## config.mk

```make
export PLATFORM = sky130hd
export DESIGN_NAME = qspi_flash_burst_reader
export DESIGN_NICKNAME = d
export VERILOG_FILES = /design/src/rtl/qspi_flash_burst_reader.sv
export SDC_FILE = /design/constraint.sdc
export NUM_CORES = 1
export LEC_CHECK = 0
export BUFFER_PORTS_ARGS = -buffer_cell sky130_fd_sc_hd__buf_4
export CAP_MARGIN = 20
export CORE_MARGIN = 2
export CORE_UTILIZATION = 53
export CTS_CLUSTER_DIAMETER = 40
export DETAILED_ROUTE_END_ITERATION = 16
export PLACE_DENSITY = 0.81
export SLEW_MARGIN = 5
export SYNTH_ARGS = -nofsm -noshare
export SYNTH_HDL_FRONTEND = slang
export SYNTH_SLANG_ARGS = --single-unit
```

## constraint.sdc

```tcl
create_clock -name CLK -period 4.47 [get_ports CLK]
set_clock_uncertainty 0.15 [all_clocks]
set_input_delay 0.2235 -clock CLK [delete_from_list [all_inputs] [get_ports CLK]]
set_output_delay 0.2235 -clock CLK [all_outputs]
set_load 0.01 [all_outputs]
```

## src/rtl/qspi_flash_burst_reader.sv

```systemverilog
// qspi_flash_burst_reader
//   SPI / Quad-SPI serial flash read master (SPI mode 0, W25Q64CV-class).
//   It fetches a burst of DATA_SIZE-bit words from flash and streams them
//   to the host over a valid/ready interface. The flash pads use split
//   IO (o/oe/i) so the tristate buffers can sit at the top level.
//
//   Sequence: CMD (8 periods) -> ADDR (ADDR_W) -> DUMMY (DUMMY_CYC, skipped when 0)
//   -> DATA -> GAP (CS_IDLE cycles) -> IDLE.
//   SCLK = CLK/2. Each bit period is one CLK cycle with SCLK low, then one
//   cycle with SCLK high.
//
// Ports
//   CLK, ARESETn                  clock; asynchronous active-high reset
//   req_valid/req_ready           burst request handshake (req_ready = IDLE)
//   req_addr [ADDR_W]             flash start byte address
//   req_len  [LEN_W]              number of words minus one
//   rd_valid/rd_ready             read word handshake
//   rd_data  [DATA_SIZE]          assembled word; first flash byte is in the MSBs
//   rd_last                       marks the final word of the burst
//   busy                          high when the FSM is not idle
//   spi_sclk, spi_cs_n            serial clock (idles low), chip select
//   spi_io_o/oe/i [4]             IO3..IO0 output value, output enable, pad input
module qspi_flash_burst_reader #(
    parameter int DATA_SIZE = 32,
    parameter int ADDR_W    = 24,
    parameter int DUMMY_CYC = 8,
    parameter int QUAD      = 1,
    parameter int LEN_W     = 4,
    parameter int CS_IDLE   = 2
) (
    input  logic                 CLK,
    input  logic                 ARESETn,
    input  logic                 req_valid,
    output logic                 req_ready,
    input  logic [ADDR_W-1:0]    req_addr,
    input  logic [LEN_W-1:0]     req_len,
    output logic                 rd_valid,
    input  logic                 rd_ready,
    output logic [DATA_SIZE-1:0] rd_data,
    output logic                 rd_last,
    output logic                 busy,
    output logic                 spi_sclk,
    output logic                 spi_cs_n,
    output logic [3:0]           spi_io_o,
    output logic [3:0]           spi_io_oe,
    input  logic [3:0]           spi_io_i
);

    localparam int BPP   = (QUAD != 0) ? 4 : 1;            // data bits per SCLK period
    localparam int PPW   = DATA_SIZE / BPP;                // periods per word
    localparam int BMAX  = (ADDR_W > DATA_SIZE) ? ADDR_W : DATA_SIZE;
    localparam int BCW   = $clog2(BMAX + 1);
    localparam int GW    = (CS_IDLE > 1) ? $clog2(CS_IDLE) : 1;
    localparam int SRW   = 8 + ADDR_W;
    localparam logic [7:0] C_CMD = (QUAD != 0) ? 8'h6B : 8'h0B;

    typedef enum logic [2:0] {
        S_IDLE, S_CMD, S_ADDR, S_DUMMY, S_DATA, S_GAP
    } state_t;

    state_t                 r_state;
    logic                   r_sclk;
    logic                   r_cs_n;
    logic                   r_io0;
    logic                   r_oe0;
    // Command/address shifter. Bit 7 of the command goes straight to r_io0
    // when the request is accepted, so the shifter holds only the remaining bits.
    logic [SRW-2:0]         r_sr;
    logic [DATA_SIZE-BPP-1:0] r_rx;
    logic [BCW-1:0]         r_bcnt;     // periods remaining in this phase or word, minus one
    logic [LEN_W-1:0]       r_wcnt;
    logic [LEN_W-1:0]       r_len;
    logic                   r_fin;      // last word captured; wait for handover
    logic [GW-1:0]          r_gcnt;
    logic                   r_rd_valid;
    logic                   r_rd_last;
    logic [DATA_SIZE-1:0]   r_rd_data;

    logic [BPP-1:0]         w_in;
    logic [DATA_SIZE-1:0]   w_rx_next;
    logic                   w_last_word;
    logic                   w_stall;

    if (QUAD != 0) begin : g_quad
        assign w_in = spi_io_i[BPP-1:0];
    end else begin : g_single
        assign w_in = spi_io_i[1];
    end

    assign w_rx_next   = {r_rx, w_in};
    assign w_last_word = (r_wcnt == r_len);
    // Hold SCLK low rather than overwrite a word the consumer has not taken.
    assign w_stall     = (r_bcnt == '0) && r_rd_valid && !rd_ready;

    assign req_ready = (r_state == S_IDLE);
    assign busy      = (r_state != S_IDLE);
    assign spi_sclk  = r_sclk;
    assign spi_cs_n  = r_cs_n;
    // Only IO0 is ever driven. IO1..IO3 are inputs or held by board pull-ups.
    assign spi_io_o  = {3'b000, r_io0};
    assign spi_io_oe = {3'b000, r_oe0};
    assign rd_valid  = r_rd_valid;
    assign rd_last   = r_rd_last;
    assign rd_data   = r_rd_data;

    always_ff @(posedge CLK or posedge ARESETn) begin
        if (ARESETn) begin
            r_state    <= S_IDLE;
            r_sclk     <= 1'b0;
            r_cs_n     <= 1'b1;
            r_io0      <= 1'b0;
            r_oe0      <= 1'b0;
            r_sr       <= '0;
            r_rx       <= '0;
            r_bcnt     <= '0;
            r_wcnt     <= '0;
            r_len      <= '0;
            r_fin      <= 1'b0;
            r_gcnt     <= '0;
            r_rd_valid <= 1'b0;
            r_rd_last  <= 1'b0;
            r_rd_data  <= '0;
        end else begin
            // Handover. A word completing on this same edge overrides the clear below.
            if (r_rd_valid && rd_ready) begin
                r_rd_valid <= 1'b0;
                r_rd_last  <= 1'b0;
            end

            case (r_state)
                S_IDLE: begin
                    if (req_valid) begin
                        r_state <= S_CMD;
                        r_cs_n  <= 1'b0;
                        r_sclk  <= 1'b0;
                        r_sr    <= {C_CMD[6:0], req_addr};
                        r_io0   <= C_CMD[7];
                        r_oe0   <= 1'b1;
                        r_bcnt  <= BCW'(7);
                        r_len   <= req_len;
                        r_wcnt  <= '0;
                        r_fin   <= 1'b0;
                    end
                end

                S_CMD, S_ADDR: begin
                    if (!r_sclk) begin
                        r_sclk <= 1'b1;
                    end else begin
                        // Falling edge: the period ends and IO0 moves to the next bit.
                        r_sclk <= 1'b0;
                        if (r_state == S_ADDR && r_bcnt == '0) begin
                            r_io0 <= 1'b0;
                            r_oe0 <= 1'b0;
                            if (DUMMY_CYC > 0) begin
                                r_state <= S_DUMMY;
                                r_bcnt  <= BCW'(DUMMY_CYC - 1);
                            end else begin
                                r_state <= S_DATA;
                                r_bcnt  <= BCW'(PPW - 1);
                            end
                        end else begin
                            r_io0 <= r_sr[SRW-2];
                            r_sr  <= {r_sr[SRW-3:0], 1'b0};
                            if (r_bcnt == '0) begin
                                r_state <= S_ADDR;
                                r_bcnt  <= BCW'(ADDR_W - 1);
                            end else begin
                                r_bcnt <= r_bcnt - 1'b1;
                            end
                        end
                    end
                end

                S_DUMMY: begin
                    if (!r_sclk) begin
                        r_sclk <= 1'b1;
                    end else begin
                        r_sclk <= 1'b0;
                        if (r_bcnt == '0) begin
                            r_state <= S_DATA;
                            r_bcnt  <= BCW'(PPW - 1);
                        end else begin
                            r_bcnt <= r_bcnt - 1'b1;
                        end
                    end
                end

                S_DATA: begin
                    if (r_fin) begin
                        r_sclk <= 1'b0;
                        if (r_rd_valid && rd_ready) begin
                            r_state <= S_GAP;
                            r_cs_n  <= 1'b1;
                            r_gcnt  <= GW'(CS_IDLE - 1);
                        end
                    end else if (!r_sclk) begin
                        // Rising edge: sample the pads. The flash changed them on the last fall.
                        if (!w_stall) begin
                            r_sclk <= 1'b1;
                            r_rx   <= w_rx_next[DATA_SIZE-BPP-1:0];
                            if (r_bcnt == '0) begin
                                r_rd_data  <= w_rx_next;
                                r_rd_valid <= 1'b1;
                                r_rd_last  <= w_last_word;
                                if (w_last_word)
                                    r_fin <= 1'b1;
                                else
                                    r_wcnt <= r_wcnt + 1'b1;
                            end
                        end
                    end else begin
                        r_sclk <= 1'b0;
                        r_bcnt <= (r_bcnt == '0) ? BCW'(PPW - 1) : r_bcnt - 1'b1;
                    end
                end

                S_GAP: begin
                    if (r_gcnt == '0)
                        r_state <= S_IDLE;
                    else
                        r_gcnt <= r_gcnt - 1'b1;
                end

                default: r_state <= S_IDLE;
            endcase
        end
    end

endmodule

```

==> impl_metrics.json, run 1 <==
{
  "outcome": "finished clean",
  "h-tree-depth": 4,
  "design.portCount": 82,
  "max-clock-path-buffers": 2,
  "synth_seq_cells": 116,
  "cts_resized": 0,
  "async_reset_ff_share_pct": 100,
  "synthToLayoutAreaGrowth_pct": 29.9,
  "timing.final.crit_period_ns": 3.22,
  "power.density_nw_per_um2": 611,
  "clock_insertion_delay_worst_skew_ns": 0.50,
  "path_buf_inv": 1,
  "initial_core_utilization_pct": 55.2,
  "fin_tns_setup_ns": 0,
  "die_footprint_um2": 10500,
  "synth-warning-count": 0,
  "p_leak_nw": 3.25,
  "route.layer.met1.wl_mm": 4.36,
  "syn_inst": 420,
  "floorplan.die.height_um": 103,
  "crit_chain": "inv_1 -> ha_1 -> or4b_4 -> or2_0 -> o21ai_4 -> mux2_2",
  "die_width_um": 103,
  "final-max-slew-violation-count": 0,
  "cell_row_count": 35,
  "routed.top_layer": "met4",
  "placed_cell_area_um2": 5750,
  "post-route-cell-area_um2": 6690,
  "dpl.hpwl_mm": 6.26,
  "crit_fanout": 29,
  "dr.pass1.iters": 5,
  "clock_sink_count": 116,
  "mappedNetlistArea_um2": 5150,
  "drive_above_1_share_pct": 34.1,
  "power.ir.vdd_worst_v": 0.000441,
  "dominantRegCellSynth": "dfrtp_1",
  "timing.final.crit_share_pct": 72.1,
  "nNetsFinal": 564,
  "synth_enable_flop_cells": 0,
  "antenna_violating_nets_post_route": 0,
  "cts_tree": "done",
  "worst_slew_pin_slew_ns": 1.05,
  "numCtsBuffers": 17,
  "postRouteWirelength_mm": 10.5,
  "timing.max_cap.violations": 0,
  "vias_per_cell": 5.40,
  "gp_congestion": 0.824,
  "clock.fmax_mhz": 310,
  "cts_hold_buf": 34,
  "timing.critical_path.to_type": "register",
  "postCtsSetupRepairBufs": 0,
  "slowest_stage_delay_on_critical_path_ns": 0.89,
  "route.met2.wl_mm": 5.56,
  "worst-endpoint-required_ns": 4.70,
  "wl_met3_um": 455,
  "design.core.area_um2": 9330,
  "number_of_global_route_vias_before_repair": 3606,
  "insertedDiodeCount": 0,
  "worstSetupPathType": "register to register",
  "route.detailed.drc": 0,
  "portBuffers": 75,
  "route.vias.total": 3605,
  "min-delay-path-class": "primary input to register",
  "critical_path.startpoint_type": "register",
  "first_iter_violations": 191,
  "grt_overflow": 0,
  "grtUsageTotal_pct": 21.4,
  "max-slew-margin-rel_pct": 29.8,
  "grt_pass1_wl_mm": 17.2,
  "path_clk_slew_ns": 0.06,
  "grt_max_degree": 90,
  "grt_setup_unrepaired": "no",
  "yosys.cell_types.count": 58,
  "crit_family": "simple AND/OR/NAND/NOR gates",
  "syn_avg_cell_area_um2": 12.3,
  "finalSetupViolations": 0,
  "report.final.hold_viol_count": 0,
  "grt_antenna_before_repair": 0,
  "synth_seq_area_share_pct": 56.4,
  "critical-path-slowest-cell": "o21ai_4",
  "cp_data_arrival_time_ns": 3.46,
  "root_buffer": "clkbuf_8",
  "wl_per_cell_um": 15.7
}
-- layout make-up --
type                            instances  area (um2)
Sequential cell                       116        2900
Fill cell                             636        2640
Multi-Input combinational cell        267        2060
Timing Repair Buffer                  113         946
Clock buffer                           19         432
Tap cell                              129         161
Clock inverter                         13         148
Inverter                               11        43.8
-- worst paths after layout --
kind / start / to / slack [ns] / depth (start not counted)
worst min-delay path: req_valid / spi_sclk / 0.1 / 4
worst min register to register: r_sr[29] / r_sr[30] / 0.34 / 1
worst max-delay path: r_bcnt[0] / r_rx[19] / 1.25 / 6
worst max register to register: r_bcnt[0] / r_rx[19] / 1.25 / 6
max in group asynchronous: ARESETn / spi_cs_n / 3.17 / 4
min in group asynchronous: ARESETn / r_sr[14] / 0.19 / 3
-- worst min-delay path, stage by stage --
cell and delay, ns:
buf_4 0.10, nor3_1 0.04, a211oi_1 0.27, a31oi_1 0.06
-- state kept, by name, indices dropped and copies added (netlist names), 3 cells and up --
signal / count
r_rx: 28
r_wcnt: 4
rd_data: 32
r_sr: 31
r_len: 4
r_bcnt: 6
r_state: 3
-- report_power, final --
part	total, mW	internal [mW]	switching [mW]
sequential	1.50	1.28	0.214
combinational	1.30	0.585	0.712
clock	1.30	0.813	0.484
total	4.09	2.68	1.41
-- Yosys cell counts (all sizes together) (2+ instances only) --
master | number | area [um2]
o31ai | 3 | 22.5
nor2b | 3 | 18.8
o22a | 3 | 26.3
dfrtp | 115 | 2880
clkbuf | 6 | 22.5
nand2 | 15 | 56.3
a31oi | 3 | 18.8
or4b | 3 | 33.8
xnor2 | 4 | 35.0
ha | 2 | 25.0
buf | 25 | 170
a21o | 2 | 15.0
nand3 | 8 | 40.0
mux2 | 65 | 766
a21oi | 34 | 170
nand2b | 3 | 18.8
o41ai | 2 | 17.5
nor4 | 2 | 12.5
o211ai | 2 | 15.0
mux2i | 25 | 250
a22o | 3 | 26.3
a211oi | 2 | 15.0
o21ai | 14 | 73.8
or3b | 2 | 17.5
nor2 | 37 | 141
inv | 10 | 37.5
nor3 | 5 | 36.3
nor3b | 2 | 15.0
-- logic make-up (layout without fill, tap and decap cells) --
family	after synthesis	after routing	share of synthesized area, %
AOI/OAI and AO/OA	77	77	9.38
xor gates and xnor gates	5	5	0.851
adders and majority gates	2	2	0.486
buffers and inverters	42	156	4.54
DFF	116	116	56.4
muxes	90	90	19.7
other	1	6	0.0728
and+or+nand+nor	87	87	8.53
-- cell usage in the layout (no fill, tap or decap), types with 4 or more instances in the layout --
cell type,instances
mux2_4,9
clkbuf_16,16
a21oi_1,33
nor2_1,36
dfrtp_1,115
mux2_2,56
dlygate4sd3_1,34
mux2i_1,25
clkinvlp_4,4
nor3_1,4
conb_1,6
nand2_1,15
o21ai_0,13
inv_1,9
nand3_1,8
xnor2_1,4
buf_4,78
-- metrics by stage --
| stage | hold WS, ns | util [%] | worst slack [ns] | cells | power (mW) |
|---|---|---|---|---|---|
| after floorplan | 0.222 | - | 1.03 | 425 | 2.49 |
| after global placement | 0.308 | 61.6 | 1.43 | 601 | 2.68 |
| after detailed placement | 0.313 | 61.6 | 1.26 | 601 | 2.75 |
| after CTS | 0.0828 | 71.5 | 1.23 | 667 | 4.10 |
| after global routing | 0.129 | 71.7 | 1.09 | 668 | 4.37 |
| final | 0.0951 | 71.7 | 1.25 | 668 | 4.09 |
-- routing by layer --
layer  vias to the layer above  GRT usage, %
li1                       1699             -
met1                      1808          26.4
met2                        88          36.8
met3                        10          6.03
met4                         0          6.26
met5                         -             0
No activity file was read; power rests on OpenSTA's default activity.
==> run 2, diff against run 1 <==
==> constraint.sdc (replaced) <==
create_clock -name CLK -period 3.1 [get_ports CLK]
set_clock_uncertainty 0.15 [all_clocks]
set_input_delay 0.155 -clock CLK [delete_from_list [all_inputs] [get_ports CLK]]
set_output_delay 0.155 -clock CLK [all_outputs]
set_load 0.01 [all_outputs]
==> impl_metrics.json, run 2 (synthesis results as in run 1) <==
{
  "outcome": "finished clean",
  "preCtsSetupSlack_ns": 0.361,
  "insertedDiodeCount": 0,
  "grt_antenna_before_repair": 0,
  "die_footprint_um2": 10500,
  "critical_path.startpoint_type": "register",
  "r2r_slack_ns": 0.30,
  "postRouteWirelength_mm": 11.4,
  "path_buf_inv": 2,
  "power.density_nw_per_um2": 901,
  "floorplan.die.height_um": 103,
  "portBuffers": 75,
  "clock_sink_count": 116,
  "number_of_non_filler_instances_in_the_completed_layout": 676,
  "utilization_pct": 73.1,
  "cts_resized": 0,
  "route.vias.total": 3660,
  "place_inst": 608,
  "drive_above_1_share_pct": 35.3,
  "grt_setup_unrepaired": "no",
  "clock.fmax_mhz": 357,
  "die_width_um": 103,
  "timing.reg2reg.worst_path_depth": 6,
  "design.core.area_um2": 9330,
  "wl_per_cell_um": 16.9,
  "placed_cell_area_um2": 5850,
  "root_buffer": "clkbuf_8",
  "grt_max_degree": 46,
  "first_iter_violations": 200,
  "worst_slew_pin_slew_ns": 0.820,
  "p_leak_nw": 3.32,
  "synthToLayoutAreaGrowth_pct": 32.5,
  "worst_hold_slack_across_all_endpoints_ns": 0.185,
  "antenna_violating_nets_post_route": 0,
  "worstSetupPathType": "register to register",
  "fin_total_pwr_mw": 6.15,
  "mostFrequentLayoutCell": "dfrtp_1",
  "fin_tns_setup_ns": 0,
  "slowest_stage_delay_on_critical_path_ns": 0.64,
  "postCtsSetupRepairBufs": 0,
  "crit_chain": "clkinv_1 -> a211oi_1 -> a21boi_4 -> buf_4 -> nor2_1 -> a21oi_1",
  "finalSetupViolations": 0,
  "dpl.hpwl_mm": 6.50,
  "worst_slack_ns": 0.301,
  "final-max-slew-violation-count": 0,
  "timing.final.crit_period_ns": 2.80,
  "most_used_cells_in_the_layout_excluding_fill_and_tap_cells": "115 x dfrtp_1, 82 x buf_4, 56 x mux2_2",
  "post-route-cell-area_um2": 6820,
  "crit_family": "compound AO/OA/AOI/OAI gates",
  "max-clock-path-buffers": 2,
  "initial_core_utilization_pct": 55.2,
  "cell_row_count": 35,
  "cts_tree": "done",
  "numCtsBuffers": 17,
  "r2r-end": "r_sr[14]",
  "min-delay-path-class": "primary input to async pin",
  "power.ir.vdd_worst_v": 0.000715,
  "design.portCount": 82,
  "critical-path-slowest-cell": "dfrtp_1",
  "timing.max_cap.violations": 0,
  "worst-endpoint-required_ns": 3.38,
  "largest_reg_flops": 32,
  "grtUsageTotal_pct": 23.5,
  "timing.rr.start": "r_state[0]",
  "path_clk_slew_ns": 0.06,
  "h-tree-depth": 4,
  "gp_congestion": 0.837,
  "clock_insertion_delay_worst_skew_ns": 0.51,
  "cp_data_arrival_time_ns": 3.07,
  "timing.final.crit_share_pct": 90.3,
  "vias_per_cell": 5.41,
  "nNetsFinal": 572,
  "report.final.hold_viol_count": 0,
  "dr.pass1.iters": 5,
  "grt_pass1_wl_mm": 18.9,
  "number_of_global_route_vias_before_repair": 3797,
  "grt_overflow": 0,
  "route.detailed.drc": 0,
  "timing.critical_path.to_type": "register",
  "max-slew-margin-rel_pct": 44.7,
  "crit_fanout": 20
}
run 2: cell types whose count changed in the layout (fill, tap and decap cells not counted), sizes merged:
cell         delta
inv             -1
buf             +6
bufinv          +1
a21boi          +1
clkinv          +1
clkinvlp        -1
dlygate4sd3     +1
run 2: worst max-delay path by stage:
stage	slack, ns	endpoint	startpoint	cells past startpoint
2_1_floorplan	0.63	r_rx[0]	r_bcnt[0]	9
3_3_place_gp	0.50	r_sr[13]	r_state[0]	6
3_5_place_dp	0.36	r_sr[14]	r_state[0]	6
6_report	0.30	r_sr[14]	r_state[0]	6
4_1_cts	0.31	r_sr[14]	r_state[0]	6
5_1_grt	0.1	r_sr[7]	r_state[0]	6
run 2: report_power, final:
part,switching (mW),total [mW],internal [mW]
Combinational,1.14,2.05,0.907
Sequential,0.246,2.09,1.85
Clock,0.724,2.00,1.28
run 2: final cells by class:
class	count	area (um2)
Inverter	11	45.0
Clock inverter	13	171
Tap cell	129	161
Sequential cell	116	2900
Clock buffer	19	442
Multi-Input combinational cell	268	2070
Fill cell	597	2510
Timing Repair Buffer	120	1030
run 2: tightest hold or removal path, cell delays in order:
cell and delay (ns):
dlygate4sd3_1 0.54, buf_4 0.14, clkinvlp_4 0.50
run 2: metal layers:
layer / track usage (%) / vias to the layer above / share of wire (%)
met3: 6.78 / 19 / 4.1
met1: 29.4 / 1827 / 42
li1: - / 1715 / -
met4: 7.08 / 0 / 1.4
met5: 0 / - / 0
met2: 39.8 / 99 / 52
run 2: timing repair:
item,in CTS,in global routing
setup endpoints to repair,0,2
hold buffers,35,0
endpoints found under the hold margin,70,0
==> run 3, diff against run 2 <==
--- a/config.mk
+++ b/config.mk
@@ -7,6 +7,7 @@
 export LEC_CHECK = 0
 export BUFFER_PORTS_ARGS = -buffer_cell sky130_fd_sc_hd__buf_4
 export CAP_MARGIN = 20
+export CORE_ASPECT_RATIO = 1.75
 export CORE_MARGIN = 2
 export CORE_UTILIZATION = 53
 export CTS_CLUSTER_DIAMETER = 40
==> constraint.sdc (replaced) <==
create_clock -name CLK -period 2.8 [get_ports CLK]
set_clock_uncertainty 0.15 [all_clocks]
set_input_delay 0.14 -clock CLK [delete_from_list [all_inputs] [get_ports CLK]]
set_output_delay 0.14 -clock CLK [all_outputs]
set_load 0.01 [all_outputs]
==> impl_metrics.json, run 3 (synthesis results as in run 1) <==
{
  "cts_tree": "done",
  "power.ir.vdd_worst_v": 0.000956,
  "timing.critical_path.to_type": "register",
  "final-max-slew-violation-count": 0,
  "h-tree-depth": 4,
  "worstSetupPathType": "register to register",
  "timing.final.crit_share_pct": 91.7,
  "clock_sink_count": 116,
  "worstSetupStartpoint": "r_bcnt[0]",
  "r2r_slack_ns": 0.23,
  "power.density_nw_per_um2": 986,
  "floorplan.die.height_um": 134,
  "clock.fmax_mhz": 390,
  "grt_overflow": 0,
  "finalSetupViolations": 0,
  "timing.reg2reg.worst_path_depth": 7,
  "max-slew-margin-rel_pct": 47.4,
  "cts_resized": 0,
  "placed_cell_area_um2": 5850,
  "wl_per_cell_um": 15.8,
  "root_buffer": "clkbuf_16",
  "multi_input_comb_area_um2": 2060,
  "die_footprint_um2": 10500,
  "crit_chain": "inv_1 -> ha_1 -> or4b_4 -> or2_0 -> o21ai_4 -> buf_12 -> mux2_2",
  "slowest_stage_delay_on_critical_path_ns": 0.51,
  "max-clock-path-buffers": 2,
  "timing.max_cap.violations": 0,
  "route.vias.total": 3635,
  "worst-endpoint-required_ns": 2.93,
  "worst_hold_path.endpoint": "spi_cs_n",
  "design.portCount": 82,
  "insertedDiodeCount": 0,
  "first_iter_violations": 231,
  "fin_tns_setup_ns": 0,
  "mostFrequentLayoutCell": "dfrtp_1",
  "timing.hold.worst_path_depth": 4,
  "dr.pass1.iters": 4,
  "route.detailed.drc": 0,
  "worst_slew_pin_slew_ns": 0.779,
  "vias_per_cell": 5.43,
  "initial_core_utilization_pct": 54.4,
  "grt_antenna_before_repair": 0,
  "synthToLayoutAreaGrowth_pct": 31.7,
  "post-route-cell-area_um2": 6780,
  "largest_reg_flops": 32,
  "gp_congestion": 0.856,
  "report.final.hold_viol_count": 0,
  "postRouteWirelength_mm": 10.6,
  "critical-path-slowest-cell": "or4b_4",
  "grt_max_degree": 48,
  "timing.rr.start": "r_bcnt[0]",
  "drive_above_1_share_pct": 35.3,
  "outcome": "finished clean",
  "p_leak_nw": 3.32,
  "antenna_violating_nets_post_route": 0,
  "portBuffers": 75,
  "fill_cells": 613,
  "crit_fanout": 29,
  "grt_pass1_wl_mm": 17.6,
  "clock_insertion_delay_worst_skew_ns": 0.41,
  "grtUsageTotal_pct": 21.6,
  "design.core.area_um2": 9470,
  "die_width_um": 78.5,
  "dpl.hpwl_mm": 6.70,
  "cp_data_arrival_time_ns": 2.70,
  "numCtsBuffers": 17,
  "cell_row_count": 47,
  "most_used_cells_in_the_layout_excluding_fill_and_tap_cells": "115 x dfrtp_1, 84 x buf_4, 56 x mux2_2",
  "layout.area.seq_um2": 2900,
  "critical_path.startpoint_type": "register",
  "r2r-end": "r_rx[12]",
  "number_of_global_route_vias_before_repair": 3755,
  "nNetsFinal": 572,
  "timing.final.crit_period_ns": 2.57,
  "grt_setup_unrepaired": "no",
  "min-delay-path-class": "primary input to register",
  "hold_wc_startpoint": "req_valid",
  "path_clk_slew_ns": 0.05,
  "worst_hold_slack_across_all_endpoints_ns": 0.110
}
==> run 3: cell count changes in the layout (fill, tap and decap cells not counted), sizes merged <==
cell	before	now
dlygate4sd3	35	34
clkbuf	19	20
a21boi	2	1
bufinv	3	2
buf	85	87
==> run 3: routing by layer <==
layer  vias up  global-route usage, %  share of wire [%]
met4         0                   9.75                2.5
met5         -                      0                  0
met2       106                   37.1                 54
li1       1714                      -                  -
met3        23                   6.39                3.8
met1      1792                   24.7                 40
==> run 3: report_power, final <==
| group | total (mW) | internal (mW) | switching (mW) |
|---|---|---|---|
| Combinational | 2.25 | 1.02 | 1.24 |
| Sequential | 2.32 | 2.05 | 0.271 |
| Clock | 2.12 | 1.38 | 0.738 |
==> run 3: worst max-delay path by stage <==
stage          slack [ns]  depth (start not counted)       end
6_report             0.23                          7  r_rx[12]
5_1_grt              0.14                          7  r_rx[12]
4_1_cts              0.24                          7  r_rx[12]
3_5_place_dp         0.29                          7  r_rx[12]
3_3_place_gp         0.36                          7  r_rx[25]
2_1_floorplan        0.33                          9   r_rx[0]
==> run 3: repair_timing <==
item,CTS,global route
endpoints found under the hold margin,67,0
buffers inserted,0,0
hold buffers,34,0
==> run 3: critical path: cells and delay by family, from the launching register on <==
family	cells	cell delay (ns)
AO/OA/AOI/OAI	1	0.19
adder cells (fa/ha/maj)	1	0.21
buffers and inverters	2	0.30
flip-flops	1	0.41
multiplexers	1	0.38
AND/OR/NAND/NOR	2	0.79
==> run 3: final cells by class <==
type	count	share of cell area, %
well taps	122	2.25
repair buffers	121	15.2
inverters	11	0.664
clock inverters	12	1.86
clock buffers	20	6.88
multi-input cells	267	30.3
flip-flops and latches	116	42.8
==> run 3: stage by stage <==
step / util [%] / cells / worst slack, ns / total power [mW]
2_1_floorplan: - / 425 / 0.334 / 3.97
3_3_place_gp: 61.8 / 603 / 0.363 / 4.41
3_5_place_dp: 61.8 / 603 / 0.287 / 4.51
4_1_cts: 71.6 / 669 / 0.241 / 6.69
5_1_grt: 71.6 / 669 / 0.141 / 7.10
6_report: 71.6 / 669 / 0.233 / 6.69
